`config.mk`:
```
export PLATFORM = sky130hd
export DESIGN_NAME = mux_4_arbiter_flat
export DESIGN_NICKNAME = d
export VERILOG_FILES = /design/src/rtl/mux_arb_pkg.sv /design/src/rtl/mux_4_arbiter_if.sv /design/src/rtl/rr_pick_4.sv /design/src/rtl/mux_4_arbiter.sv /design/src/flat_wrapper.sv
export SDC_FILE = /design/constraint.sdc
export NUM_CORES = 1
export LEC_CHECK = 0
export ABC_AREA = 1
export ABC_CLOCK_PERIOD_IN_PS = 4700
export BUFFER_PORTS_ARGS = -buffer_cell sky130_fd_sc_hd__buf_2
export CORE_UTILIZATION = 45
export DETAILED_ROUTE_END_ITERATION = 8
export GPL_TIMING_DRIVEN = 0
export SLEW_MARGIN = 20
export SYNTH_ARGS = -nofsm -noshare
export SYNTH_HDL_FRONTEND = slang
export SYNTH_HIERARCHICAL = 1
export SYNTH_SLANG_ARGS = --single-unit
export TNS_END_PERCENT = 1
```
`constraint.sdc`:
```
create_clock -name CLK -period 4.7 [get_ports CLK]
set_clock_uncertainty 0.2 [all_clocks]
set_input_delay 0.47 -clock CLK [delete_from_list [all_inputs] [get_ports CLK]]
set_output_delay 0.47 -clock CLK [all_outputs]
set_load 0.05 [all_outputs]
```
`src/rtl/mux_arb_pkg.sv`:
```
// Shared types and helpers for the 4-way round-robin mux arbiter.
// Holds the FSM state encoding, the default hold limit and the index encoders.
package mux_arb_pkg;

    typedef enum logic {
        ST_IDLE  = 1'b0,
        ST_GRANT = 1'b1
    } arb_state_e;

    localparam int MAX_HOLD_DEFAULT = 8;

    typedef logic [1:0] idx_t;

    // The mux select is declared [0:1], so SEL[0] carries the index LSB.
    function automatic logic [0:1] idx_to_sel(input idx_t idx);
        logic [0:1] sel;
        sel[0] = idx[0];
        sel[1] = idx[1];
        return sel;
    endfunction

    function automatic logic [0:3] idx_to_onehot(input idx_t idx);
        logic [0:3] oh;
        oh      = '0;
        oh[idx] = 1'b1;
        return oh;
    endfunction

endpackage

```
`src/rtl/mux_4_arbiter_if.sv`:
```
// Request/grant bundle between the requesters, the arbiter and the shared 4:1 mux.
// The arbiter sits on the slave side; the requester side drives REQ.
interface mux_4_arbiter_if;

    logic [0:3] REQ;
    logic [0:3] GNT;
    logic [0:1] SEL;
    logic       BUSY;

    modport master (
        output REQ,
        input  GNT,
        input  SEL,
        input  BUSY
    );

    modport slave (
        input  REQ,
        output GNT,
        output SEL,
        output BUSY
    );

endinterface

```
`src/rtl/rr_pick_4.sv`:
```
// Combinational circular priority search over four requesters.
// Scans start_i, start_i+1, start_i+2, start_i+3 (mod 4) and reports the first hit.
module rr_pick_4
    import mux_arb_pkg::*;
(
    input  logic [0:3] req_i,
    input  idx_t       start_i,
    output logic       found_o,
    output idx_t       idx_o
);

    always_comb begin
        idx_t cand;
        // NOTE: every output gets a default before the loop so no path leaves it unassigned (no latch).
        found_o = |req_i;
        idx_o   = start_i;
        cand    = start_i;
        // Walk from the farthest offset back to the nearest so the nearest hit wins.
        for (int off = 3; off >= 0; off--) begin
            cand = start_i + idx_t'(off);
            if (req_i[cand]) begin
                idx_o = cand;
            end
        end
    end

endmodule

```
`src/rtl/mux_4_arbiter.sv`:
```
// Round-robin arbiter for a shared 4:1 mux with a bounded hold time under contention.
// All outputs are registered; SEL drives the existing mux select directly.
module mux_4_arbiter
    import mux_arb_pkg::*;
#(
    parameter int MAX_HOLD = MAX_HOLD_DEFAULT
) (
    input  logic            CLK,
    input  logic            RST,
    mux_4_arbiter_if.slave  bus
);

    localparam logic [3:0] HOLD_LAST = 4'(MAX_HOLD - 1);

    arb_state_e state_q;
    logic [0:3] gnt_q;
    logic [0:1] sel_q;
    logic       busy_q;
    idx_t       ptr_q;
    idx_t       owner_q;
    logic [3:0] cnt_q;

    logic [0:3] pick_mask;
    logic       pick_found;
    idx_t       pick_idx;

    logic       take_grant;
    logic       hold_inc;
    logic       go_idle;

    // While granted, the owner is masked out so "found" means someone else is waiting.
    always_comb begin
        pick_mask = bus.REQ;
        if (state_q == ST_GRANT) begin
            pick_mask = bus.REQ & ~idx_to_onehot(owner_q);
        end
    end

    // PTR always equals owner+1 while granted, so one search serves idle, release and timeout.
    rr_pick_4 u_pick (
        .req_i   (pick_mask),
        .start_i (ptr_q),
        .found_o (pick_found),
        .idx_o   (pick_idx)
    );

    always_comb begin
        take_grant = 1'b0;
        hold_inc   = 1'b0;
        go_idle    = 1'b0;
        case (state_q)
            ST_IDLE: begin
                take_grant = pick_found;
            end
            ST_GRANT: begin
                if (bus.REQ[owner_q]) begin
                    if (cnt_q != HOLD_LAST) begin
                        hold_inc = 1'b1;
                    end else begin
                        // Timeout rotates only when someone else waits; otherwise CNT saturates.
                        take_grant = pick_found;
                    end
                end else begin
                    take_grant = pick_found;
                    go_idle    = !pick_found;
                end
            end
            default: begin
                go_idle = 1'b1;
            end
        endcase
    end

    always_ff @(posedge CLK) begin
        // NOTE: sequential state uses non-blocking assignments so every register samples pre-edge values.
        if (RST) begin
            state_q <= ST_IDLE;
            gnt_q   <= '0;
            sel_q   <= '0;
            busy_q  <= 1'b0;
            ptr_q   <= '0;
            owner_q <= '0;
            cnt_q   <= '0;
        end else if (take_grant) begin
            state_q <= ST_GRANT;
            owner_q <= pick_idx;
            gnt_q   <= idx_to_onehot(pick_idx);
            sel_q   <= idx_to_sel(pick_idx);
            busy_q  <= 1'b1;
            ptr_q   <= pick_idx + idx_t'(1);
            cnt_q   <= '0;
        end else if (hold_inc) begin
            cnt_q   <= cnt_q + 4'd1;
        end else if (go_idle) begin
            state_q <= ST_IDLE;
            gnt_q   <= '0;
            busy_q  <= 1'b0;
        end
    end

    assign bus.GNT  = gnt_q;
    assign bus.SEL  = sel_q;
    assign bus.BUSY = busy_q;

endmodule

```
`src/flat_wrapper.sv`:
```
// flat-port wrapper written by rule: the top's interface ports become plain ports
module mux_4_arbiter_flat import mux_arb_pkg::*;
#(
    parameter int MAX_HOLD = MAX_HOLD_DEFAULT
)
  (CLK, RST, bus_REQ, bus_GNT, bus_SEL, bus_BUSY);
  mux_4_arbiter_if bus_i ();
  input  logic CLK;
  input  logic RST;
  input wire logic [$bits(bus_i.REQ)-1:0] bus_REQ;
  output wire logic [$bits(bus_i.GNT)-1:0] bus_GNT;
  output wire logic [$bits(bus_i.SEL)-1:0] bus_SEL;
  output wire logic [$bits(bus_i.BUSY)-1:0] bus_BUSY;
  assign bus_i.REQ = bus_REQ;
  assign bus_GNT = bus_i.GNT;
  assign bus_SEL = bus_i.SEL;
  assign bus_BUSY = bus_i.BUSY;
  mux_4_arbiter #(.MAX_HOLD(MAX_HOLD)) u_core (.CLK(CLK), .RST(RST), .bus(bus_i));
endmodule
```
==> impl_metrics.csv, run 1 <==
group,metric,value,unit
synthesis,synthesis.instances,142,
sta,final_max_slew_viol_count,0,
clock_tree,clock_latency,0.27,ns
clock_tree,cts_buffers,3,
clock_tree,htreeDepth,1,
finish,antenna_cells,0,
sta,fin_hold_ws,0.260,ns
pwr,power_frac_comb,0.668,
clock_tree,clock-sinks,13,
critical_path,required,4.65,ns
global_routing,grt_max_degree,11,
synthesis,synth_top_area_share,0.277,
synthesis,yosys_most_used_dff,"dfxtp_1",
pwr,p_sw_frac,0.538,
synthesis,synth-xor-area-share,0.0187,
placed_design,dp_hpwl,1.45,mm
worst_hold_path,whs_endpoint,"u_core/bus.GNT[0]$_SDFFE_PP0P_",
floorplanning,die_h,47.7,um
critical_path,end_kind,"flop",
floorplanning,ios,13,
sta,setup_violations,0,
clock_tree,cts_tree,"yes",
synthesis,synth_nets,153,
pwr,p_sw,389,uW
synthesis,synth.avg_cell_area,6.61,um^2
critical_path,startpoint_type,"flop",
sta,worstMarginPinSlew,0.363,ns
synthesis,yosysWarnings,6,
critical_path,regToRegEndpoint,"u_core/ptr_q[1]$_SDFFE_PP0P_",
floorplanning,rows,16,
clock_tree,cts.reportedPaths.clkPinSlew,0.08,ns
global_routing,grt_first_pass_wirelength,2.78,mm
critical_path,worstRegToRegCells,16,
finish,final_cells,184,
pwr,seqPwrFrac,0.238,
sta,post-route-period-util,0.509,
synthesis,synth.most_common_cell,"nand2_1",
synthesis,muxShareOfSynthArea,0,
global_routing,antenna_found_initial,0,
route,ant_nets,0,
global_routing,grt_overflow,0,
sta,hold_violations,0,
synthesis,ys_ff_latch,13,
synthesis,synth-adder-area-share,0.0667,
run,cap_violations,0,
sta,relSlewSlack,0.758,
worst_hold_path,min_path_type,"reg2reg",
finish,layout.nets,169,
critical_path,critical_path_class,"reg2reg",
placed_design,place.gp.congestion,0.753,
outcome,status,"finished, final reports clean",
floorplanning,coreArea,0.00196,mm^2
synthesis,synth_compound_area_frac,0.112,
synthesis,synth_top_family_by_area,"simple AND/OR/NAND/NOR gates",
pwr,power.internal,334,uW
critical_path,regToRegSetupSlack,2.31,ns
floorplanning,dieArea,0.00227,mm^2
pwr,clkPwrFrac,0.094,
finish,drive_gt1_frac,0.204,
clock_tree,cts.path.max_buffers,2,
pwr,power.density,686,mW/mm^2
route,num_vias,878,
sta,setup_tns,0,ns
route,drtIter0Drc,1,
sta,rsz0062_at_grt,"false",
placed_design,dp.cells,180,
worst_hold_path,hp-start,"u_core/bus.GNT[0]$_SDFFE_PP0P_",
clock_tree,cts-root-buf,"clkbuf_4",
synthesis,yosysSeqAreaShare,0.277,
clock_tree,ctsResizeCount,0,
pwr,leakage,0.529,nW
synthesis,synthTopCellsByCount,"nand2_1 (49), inv_1 (15), nand3_1 (15)",
floorplanning,floorplan.initialDensity,0.478,
finish,syn2layout_area_growth,12.3,%
route,via_per_inst,4.77,
placed_design,portBuffers,11,
clock_tree,cts_setup_buffers,0,
global_routing,grt_pass1_vias,702,
synthesis,synth_edf_count,0,
route,drt-total-wl,1.83,mm
synthesis,synth_area,938,um^2
synthesis,async_reset_ff_frac,0,
route,wl_per_cell,9.92,um
synthesis,yosysUniqueCellTypes,22,
clock_tree,cts_hold_buffers,0,
synthesis,netlist_top_cells_area,"dfxtp_1 (28%), nand2_1 (20%), nand3_1 (8.0%)",
route,remaining_drc_errors,0,
pwr,max-vdd-ir-drop,0.393,mV
worst_hold_path,whs_path_depth,2,
finish,fillers,225,
critical_path,arrival,2.35,ns
finish,post-route-util,0.537,
critical_path,timing.rr.start,"u_core/bus.BUSY$_SDFFE_PP0P_",
synthesis,yosys.area.top_type,"dfxtp_1",
route,firstDrtPassIters,4,
critical_path,cp_max_fo,6,
floorplanning,chipWidth,47.7,um
sta,period_minus_slack,2.39,ns
sta,max_freq,418,MHz
global_routing,grt.total_usage,0.172,
synthesis,synth_simple_gate_area_frac,0.396,
-- cells in the final DEF, fill, tap and decap left out --
cell	synthesis	final
buf_2	0	11
nand4_4	1	1
inv_6	1	1
a31oi_1	2	2
clkbuf_4	0	3
nor2_1	2	2
clkbuf_1	0	1
buf_1	1	1
inv_1	15	15
inv_2	5	5
o21a_1	1	1
nand3_2	4	4
nand2_2	4	4
or2_1	2	2
dfxtp_1	13	13
xnor2_1	1	1
o31ai_1	2	2
xor2_1	1	1
nand4_1	1	1
o21ai_1	1	1
nand3_1	15	15
buf_6	3	3
nand2_1	49	49
ha_1	5	5
a21oi_1	13	13
-- power groups by stage --
stage	registers (mW)	logic [mW]	clock network, mW
2_1_floorplan	0.252	0.315	0
6_report	0.172	0.483	0.0681
3_3_place_gp	0.174	0.476	0
4_1_cts	0.173	0.485	0.0720
3_5_place_dp	0.175	0.483	0
5_1_grt	0.178	0.538	0.0789
-- sequential cells by signal, summed over array words and instances (netlist names) --
register and cells:
u_core/bus.GNT 4, u_core/cnt_q 4, u_core/ptr_q 2, u_core/bus.BUSY 1
u_core/bus.SEL 1, u_core/owner_q 1
-- worst max-delay path, stage by stage (launching register included) --
cell	delay [ns]
dfxtp_1	0.45
inv_1	0.11
o31ai_1	0.20
inv_1	0.06
inv_1	0.09
nand2_1	0.08
nand3_1	0.11
nand2_1	0.07
inv_2	0.04
nand2_1	0.04
nand2_1	0.07
nand3_1	0.07
nand2_1	0.16
inv_1	0.09
ha_1	0.30
nand3_1	0.08
a21oi_1	0.06
-- per-layer routing --
layer / up-vias / part of all wire / GRT usage
li1: 486 / - / -
met3: 2 / 0.010 / 0.0113
met2: 5 / 0.47 / 0.288
met1: 385 / 0.51 / 0.227
met5: - / 0 / 0
met4: 0 / 0.0077 / 0.0833
-- logic make-up (layout without fill, tap and decap cells) --
group                      count (synthesis)  after routing
and+or+nand+nor                           78             78
buffers and inverters                     25             40
AOI/OAI and AO/OA                         19             19
DFF                                       13             13
adders and majority gates                  5              5
xor gates and xnor gates                   2              2
-- final cells by class --
class,count,area (um^2),share of cell area
Multi-Input combinational cell,104,557,0.529
Sequential cell,13,260,0.247
Inverter,21,83.8,0.0796
Timing Repair Buffer,11,55.1,0.0523
Buffer,4,37.5,0.0356
Tap cell,27,33.8,0.0321
Clock buffer,4,26.3,0.0249
-- through the flow --
| stage | area (um^2) | worst slack, ns | power [mW] |
|---|---|---|---|
| after detailed placement | 1030 | 2.30 | 0.658 |
| after global placement | 1030 | 2.34 | 0.650 |
| after global routing | 1050 | 2.07 | 0.795 |
| final | 1050 | 2.31 | 0.723 |
| after floorplan | 938 | 2.19 | 0.568 |
| after CTS | 1050 | 2.31 | 0.729 |
-- how the worst max path moves through the flow --
stage	startpoint	end	slack, ns	cells after the start
after global placement	bus_REQ[3]	u_core/ptr_q[1]$_SDFFE_PP0P_	2.34	17
final	u_core/bus.BUSY$_SDFFE_PP0P_	u_core/ptr_q[1]$_SDFFE_PP0P_	2.31	16
after CTS	u_core/bus.BUSY$_SDFFE_PP0P_	u_core/ptr_q[1]$_SDFFE_PP0P_	2.31	16
after global routing	u_core/bus.BUSY$_SDFFE_PP0P_	u_core/ptr_q[1]$_SDFFE_PP0P_	2.07	16
after floorplan	u_core/bus.BUSY$_SDFFE_PP0P_	u_core/ptr_q[1]$_SDFFE_PP0P_	2.19	16
after detailed placement	bus_REQ[3]	u_core/ptr_q[1]$_SDFFE_PP0P_	2.30	17
(Power assumes the default switching activity.)
==> run 2, diff against run 1 <==
--- a/config.mk
+++ b/config.mk
@@ -6,11 +6,12 @@
 export NUM_CORES = 1
 export LEC_CHECK = 0
 export ABC_AREA = 1
-export ABC_CLOCK_PERIOD_IN_PS = 4700
+export ABC_CLOCK_PERIOD_IN_PS = 2100
 export BUFFER_PORTS_ARGS = -buffer_cell sky130_fd_sc_hd__buf_2
 export CORE_UTILIZATION = 45
 export DETAILED_ROUTE_END_ITERATION = 8
 export GPL_TIMING_DRIVEN = 0
+export PLACE_DENSITY = 0.67
 export SLEW_MARGIN = 20
 export SYNTH_ARGS = -nofsm -noshare
 export SYNTH_HDL_FRONTEND = slang
==> constraint.sdc (replaced) <==
create_clock -name CLK -period 2.1 [get_ports CLK]
set_clock_uncertainty 0.2 [all_clocks]
set_input_delay 0.21 -clock CLK [delete_from_list [all_inputs] [get_ports CLK]]
set_output_delay 0.21 -clock CLK [all_outputs]
set_load 0.05 [all_outputs]
==> run 2 against run 1 <==
Against the previous run:
- highest routed layer unchanged
- via count up 6.3%
- power up 150%
- the flow now finishes with violations (setup timing)
- global-route usage up 1.9 points
- clock power up 120%
- hold slack worse by 0.17 ns
- largest cell class unchanged
- cell count up 2.7%
==> impl_metrics.csv, run 2 (synthesis gave the netlist of run 1 again) <==
group,metric,value,unit
critical_path,arrival,2.12,ns
global_routing,antenna_found_initial,0,
route,wl_per_cell,10.3,um
route,via_per_inst,4.94,
finish,final_area,0.00116,mm^2
clock_tree,clock_latency,0.28,ns
route,remaining_drc_errors,0,
clock_tree,cts_hold_buffers,0,
critical_path,required,2.11,ns
clock_tree,cts_buffers,3,
route,drt-total-wl,1.95,mm
critical_path,cp_max_fo,6,
floorplanning,die_h,47.7,um
global_routing,grt_overflow,0,
pwr,power.density,1560,mW/mm^2
sta,hold_violations,0,
clock_tree,cts.reportedPaths.clkPinSlew,0.08,ns
critical_path,cp_cell_sequence,"inv_2 -> a31oi_1 -> nand2_1 -> o21ai_1 -> nand2_1 -> nand2_1 -> nand2_1 -> nand2_2 -> nand2_1 -> nand2_1 -> nand2_2 -> inv_2 -> ha_2 -> nand3_1 -> a21oi_1",
route,num_vias,933,
critical_path,end_kind,"flop",
pwr,p_sw_frac,0.529,
worst_hold_path,min_path_type,"in2reg",
clock_tree,htreeDepth,1,
placed_design,portBuffers,11,
placed_design,placed_cell_area,0.00106,mm^2
placed_design,dp_hpwl,1.47,mm
critical_path,crit_slowest_cell,"dfxtp_4",
finish,fillers,204,
sta,period_minus_slack,2.11,ns
critical_path,cp.buffers_inverters,2,
pwr,power_frac_comb,0.698,
critical_path,worstRegToRegCells,15,
placed_design,place_ws,-0.0268,ns
floorplanning,floorplan.initialDensity,0.478,
critical_path,cpMostUsedCell,"nand2_1",
pwr,power.internal,849,uW
outcome,violations,"setup timing",
global_routing,grt_pass1_vias,794,
pwr,leakage,0.559,nW
sta,post-route-period-util,1.00,
sta,setup_violations,2,
route,ant_nets,0,
sta,rsz0062_at_grt,"true",
pwr,seqPwrFrac,0.218,
route,firstDrtPassIters,4,
critical_path,crit_cells,15,
global_routing,grt.total_usage,0.191,
floorplanning,dieArea,0.00227,mm^2
critical_path,path_delay_family,"simple AND/OR/NAND/NOR gates",
sta,max_freq,474,MHz
finish,antenna_cells,0,
pwr,clkPwrFrac,0.085,
clock_tree,cts_tree,"yes",
floorplanning,rows,16,
clock_tree,clock-sinks,13,
finish,final_common_cell,"nand2_1",
pwr,max-vdd-ir-drop,0.964,mV
pwr,p_sw,954,uW
critical_path,critical_path_class,"reg2reg",
finish,layout.nets,174,
global_routing,grt_first_pass_wirelength,3.03,mm
placed_design,place.gp.congestion,0.824,
global_routing,grt_max_degree,11,
worst_hold_path,whs_path_depth,2,
finish,syn2layout_area_growth,23.3,%
route,drtIter0Drc,15,
clock_tree,cts.path.max_buffers,2,
sta,final_max_slew_viol_count,0,
run,cap_violations,0,
critical_path,cp_slowest_stage_delay,0.39,ns
sta,setup_slack,-0.00942,ns
finish,drive_gt1_frac,0.352,
sta,worstMarginPinSlew,0.347,ns
finish,final_cell_mix,"nand2_1 (44), a21oi_1 (13), nand3_1 (12)",
outcome,status,"complete, but fails checks",
clock_tree,cts-root-buf,"clkbuf_4",
finish,seq_area,272,um^2
floorplanning,ios,13,
floorplanning,chipWidth,47.7,um
floorplanning,coreArea,0.00196,mm^2
critical_path,startpoint_type,"flop",
finish,multi_input_area,609,um^2
sta,relSlewSlack,0.769,
-- run 2: metrics by stage --
step	utilization	hold slack, ns	setup TNS, ns	instances	power (mW)
6_report	0.590	0.0897	-0.0102	189	1.80
5_1_grt	0.590	0.103	-0.577	189	1.96
3_5_place_dp	0.538	0.256	-0.0359	180	1.54
3_3_place_gp	0.538	0.248	-0.0378	180	1.53
4_1_cts	0.573	0.0775	-0.00249	189	1.76
2_1_floorplan	-	0.237	0	142	1.34
-- run 2: worst reg2reg max path: cells and delay by family (launching register included) --
kind	cells	cell delay, ns
compound gates	3	0.47
fa+ha+maj	1	0.17
buf+inv	2	0.15
simple gates	9	0.66
flops	1	0.39
-- run 2: cell type report --
class	instances	area share
Multi-Input combinational cell	104	0.526
Sequential cell	13	0.235
Timing Repair Buffer	16	0.0800
Inverter	21	0.0746
Buffer	4	0.0324
Tap cell	27	0.0292
Clock buffer	4	0.0227
-- run 2: metal layers --
layer / GRT usage / share of wire / vias up
met3: 0.0340 / 0.034 / 3
li1: - / - / 496
met1: 0.237 / 0.49 / 414
met4: 0.0833 / 0.013 / 0
met2: 0.326 / 0.47 / 20
met5: 0 / 0 / -
-- run 2: timing repair --
item	4_1_cts	5_1_grt
endpoints found under the setup margin	3	5
resized for setup	2	10
pin swaps	4	1
setup buffers	5	0
-- run 2: final timing paths --
path | start | end | slack, ns
worst max-delay path | u_core/bus.SEL[1]$_SDFFE_PP0P_ | u_core/bus.GNT[2]$_SDFFE_PP0P_ | -0.009
worst min-delay path | RST | u_core/bus.SEL[1]$_SDFFE_PP0P_ | 0.09
worst max register to register | u_core/bus.SEL[1]$_SDFFE_PP0P_ | u_core/bus.GNT[2]$_SDFFE_PP0P_ | -0.009
worst min register to register | u_core/bus.GNT[3]$_SDFFE_PP0P_ | u_core/bus.GNT[3]$_SDFFE_PP0P_ | 0.26
-- run 2: power groups by stage --
stage | clock, mW | sequential [mW] | combinational, mW
floorplan | 0 | 0.580 | 0.756
detailed placement | 0 | 0.406 | 1.13
CTS | 0.160 | 0.390 | 1.21
finish | 0.152 | 0.392 | 1.26
global route | 0.168 | 0.404 | 1.39
global placement | 0 | 0.402 | 1.13
==> run 3, diff against run 2 <==
--- a/config.mk
+++ b/config.mk
@@ -8,10 +8,11 @@
 export ABC_AREA = 1
 export ABC_CLOCK_PERIOD_IN_PS = 2100
 export BUFFER_PORTS_ARGS = -buffer_cell sky130_fd_sc_hd__buf_2
-export CORE_UTILIZATION = 45
+export CAP_MARGIN = 10
+export CORE_UTILIZATION = 50
 export DETAILED_ROUTE_END_ITERATION = 8
 export GPL_TIMING_DRIVEN = 0
-export PLACE_DENSITY = 0.67
+export PLACE_DENSITY = 0.81
 export SLEW_MARGIN = 20
 export SYNTH_ARGS = -nofsm -noshare
 export SYNTH_HDL_FRONTEND = slang
==> run 3 against run 2 <==
Against the previous run:
- the run still ends with setup timing left
- global-route usage is 4.4 points higher
- critical path type unchanged
- register-to-register slack worse by 0.05 ns
- critical path depth stayed put
- sequential power is 3% higher
- largest power group unchanged
- power is 13% higher
==> impl_metrics.csv, run 3 (synthesis gave the netlist of run 1 again) <==
group,metric,value,unit
clock_tree,clock-sinks,13,
floorplanning,coreArea,0.00175,mm^2
sta,final_max_slew_viol_count,0,
run,cap_violations,0,
global_routing,grt_overflow,0,
finish,multi_input_area,659,um^2
global_routing,antenna_found_initial,0,
route,wl_per_cell,13.8,um
finish,final_area,0.00126,mm^2
global_routing,grt_first_pass_wirelength,3.51,mm
floorplanning,chipWidth,45.3,um
critical_path,startpoint_type,"flop",
placed_design,placed_cell_area,0.00105,mm^2
clock_tree,clock_latency,0.28,ns
sta,rsz0062_at_grt,"true",
pwr,leakage,0.600,nW
global_routing,grt_max_degree,11,
pwr,max-vdd-ir-drop,1.05,mV
pwr,power.internal,940,uW
clock_tree,cts-root-buf,"clkbuf_4",
finish,antenna_cells,0,
sta,period_minus_slack,2.16,ns
placed_design,portBuffers,11,
worst_hold_path,min_path_type,"in2reg",
clock_tree,cts_tree,"yes",
finish,drive_gt1_frac,0.429,
pwr,power_frac_comb,0.724,
critical_path,arrival,2.18,ns
finish,layout.nets,180,
clock_tree,cts.reportedPaths.clkPinSlew,0.10,ns
critical_path,required,2.13,ns
clock_tree,cts_buffers,3,
pwr,power.density,1620,mW/mm^2
global_routing,grt_pass1_vias,867,
floorplanning,ios,13,
global_routing,grt.total_usage,0.235,
pwr,seqPwrFrac,0.198,
route,ant_nets,0,
pwr,total_power,2.03,mW
route,drt-total-wl,2.67,mm
sta,setup_violations,10,
floorplanning,dieArea,0.00205,mm^2
finish,final_common_cell,"nand2_1",
sta,relSlewSlack,0.735,
critical_path,end_kind,"flop",
pwr,p_sw,1.09,mW
floorplanning,die_h,45.3,um
placed_design,place.gp.congestion,0.856,
finish,fillers,132,
critical_path,cp_max_fo,4,
sta,max_freq,464,MHz
critical_path,crit_start,"u_core/bus.BUSY$_SDFFE_PP0P_",
finish,seq_area,272,um^2
pwr,p_sw_frac,0.537,
placed_design,place_ws,-0.0834,ns
critical_path,timing.rr.start,"u_core/bus.BUSY$_SDFFE_PP0P_",
floorplanning,floorplan.initialDensity,0.538,
sta,post-route-period-util,1.03,
worst_hold_path,hp-start,"RST",
clock_tree,htreeDepth,1,
floorplanning,rows,15,
finish,final_cell_mix,"nand2_1 (42), buf_2 (11), buf_4 (11), nand2_2 (11), a21oi_1 (11)",
route,num_vias,1033,
placed_design,dp_hpwl,1.60,mm
sta,setup_tns,-0.256,ns
outcome,violations,"setup timing",
sta,hold_violations,0,
route,remaining_drc_errors,0,
clock_tree,cts.path.max_buffers,2,
route,drtIter0Drc,41,
finish,syn2layout_area_growth,33.9,%
clock_tree,cts_hold_buffers,0,
route,via_per_inst,5.35,
sta,worstMarginPinSlew,0.397,ns
pwr,clkPwrFrac,0.077,
sta,setup_slack,-0.0566,ns
outcome,status,"complete, but fails checks",
critical_path,critical_path_class,"reg2reg",
route,firstDrtPassIters,4,
run 3: changes by cell type in the layout (fill, tap and decap cells not counted), moves of 2 or more:
| cell | previous run | this run |
|---|---|---|
| o31ai_2 | 2 | 0 |
| o31ai_4 | 0 | 2 |
| nand3_2 | 7 | 9 |
| a31oi_1 | 2 | 0 |
| a21oi_2 | 0 | 2 |
| a31oi_2 | 0 | 2 |
| buf_4 | 5 | 11 |
| inv_4 | 1 | 3 |
| nand2_2 | 9 | 11 |
| nand3_1 | 12 | 10 |
| a21oi_1 | 13 | 11 |
| nand2_1 | 44 | 42 |
run 3: final cells by class:
| class | count | area share |
|---|---|---|
| multi-input cells | 104 | 0.525 |
| flip-flops and latches | 13 | 0.216 |
| repair buffers | 22 | 0.110 |
| inverters | 21 | 0.0727 |
| plain buffers | 4 | 0.0299 |
| well taps | 25 | 0.0249 |
| clock buffers | 3 | 0.0179 |
| clock inverters | 1 | 0.00398 |
run 3: power groups by stage:
stage / clock (mW) / sequential (mW) / combinational (mW)
2_1_floorplan: 0 / 0.580 / 0.756
3_3_place_gp: 0 / 0.400 / 1.10
3_5_place_dp: 0 / 0.407 / 1.14
4_1_cts: 0.153 / 0.393 / 1.26
5_1_grt: 0.170 / 0.412 / 1.58
6_report: 0.157 / 0.403 / 1.47
run 3: final timing paths:
| check | slack, ns | depth (start not counted) | to |
|---|---|---|---|
| max reg2reg | -0.06 | 15 | u_core/ptr_q[1]$_SDFFE_PP0P_ |
| max | -0.06 | 15 | u_core/ptr_q[1]$_SDFFE_PP0P_ |
| min reg2reg | 0.27 | 2 | u_core/bus.GNT[1]$_SDFFE_PP0P_ |
| min | 0.09 | 2 | u_core/ptr_q[1]$_SDFFE_PP0P_ |
run 3: routing by layer:
| metal | vias up | GRT usage | routed length, um |
|---|---|---|---|
| met5 | - | 0 | 0 |
| met4 | 0 | 0.0909 | 65 |
| met3 | 10 | 0.0120 | 83 |
| met2 | 39 | 0.452 | 1440 |
| met1 | 477 | 0.267 | 1080 |
| li1 | 507 | - | - |
run 3: through the flow:
stage | utilization | cells | hold slack (ns)
floorplan | - | 142 | 0.237
detailed placement | 0.604 | 178 | 0.258
CTS | 0.665 | 191 | 0.0726
finish | 0.720 | 193 | 0.0895
global placement | 0.604 | 178 | 0.248
global route | 0.720 | 193 | 0.115
run 3: what timing repair did:
action,CTS,global route
hold endpoints to repair,0,0
setup buffers,9,2
pin swaps,7,4
setup endpoints to repair,5,12
resized for setup,3,21
run 3: worst max-delay path: stages (launching register included):
cell and delay (ns):
dfxtp_4 0.38, a31oi_2 0.25, inv_1 0.10, nand2_1 0.12, nand3_2 0.10, nand2_1 0.09
inv_2 0.03, nand2_1 0.06, nand2_2 0.06, nand2_1 0.05, nand2_1 0.05, nand2_2 0.11
inv_2 0.07, ha_4 0.26, nand3_2 0.06, a21oi_2 0.11
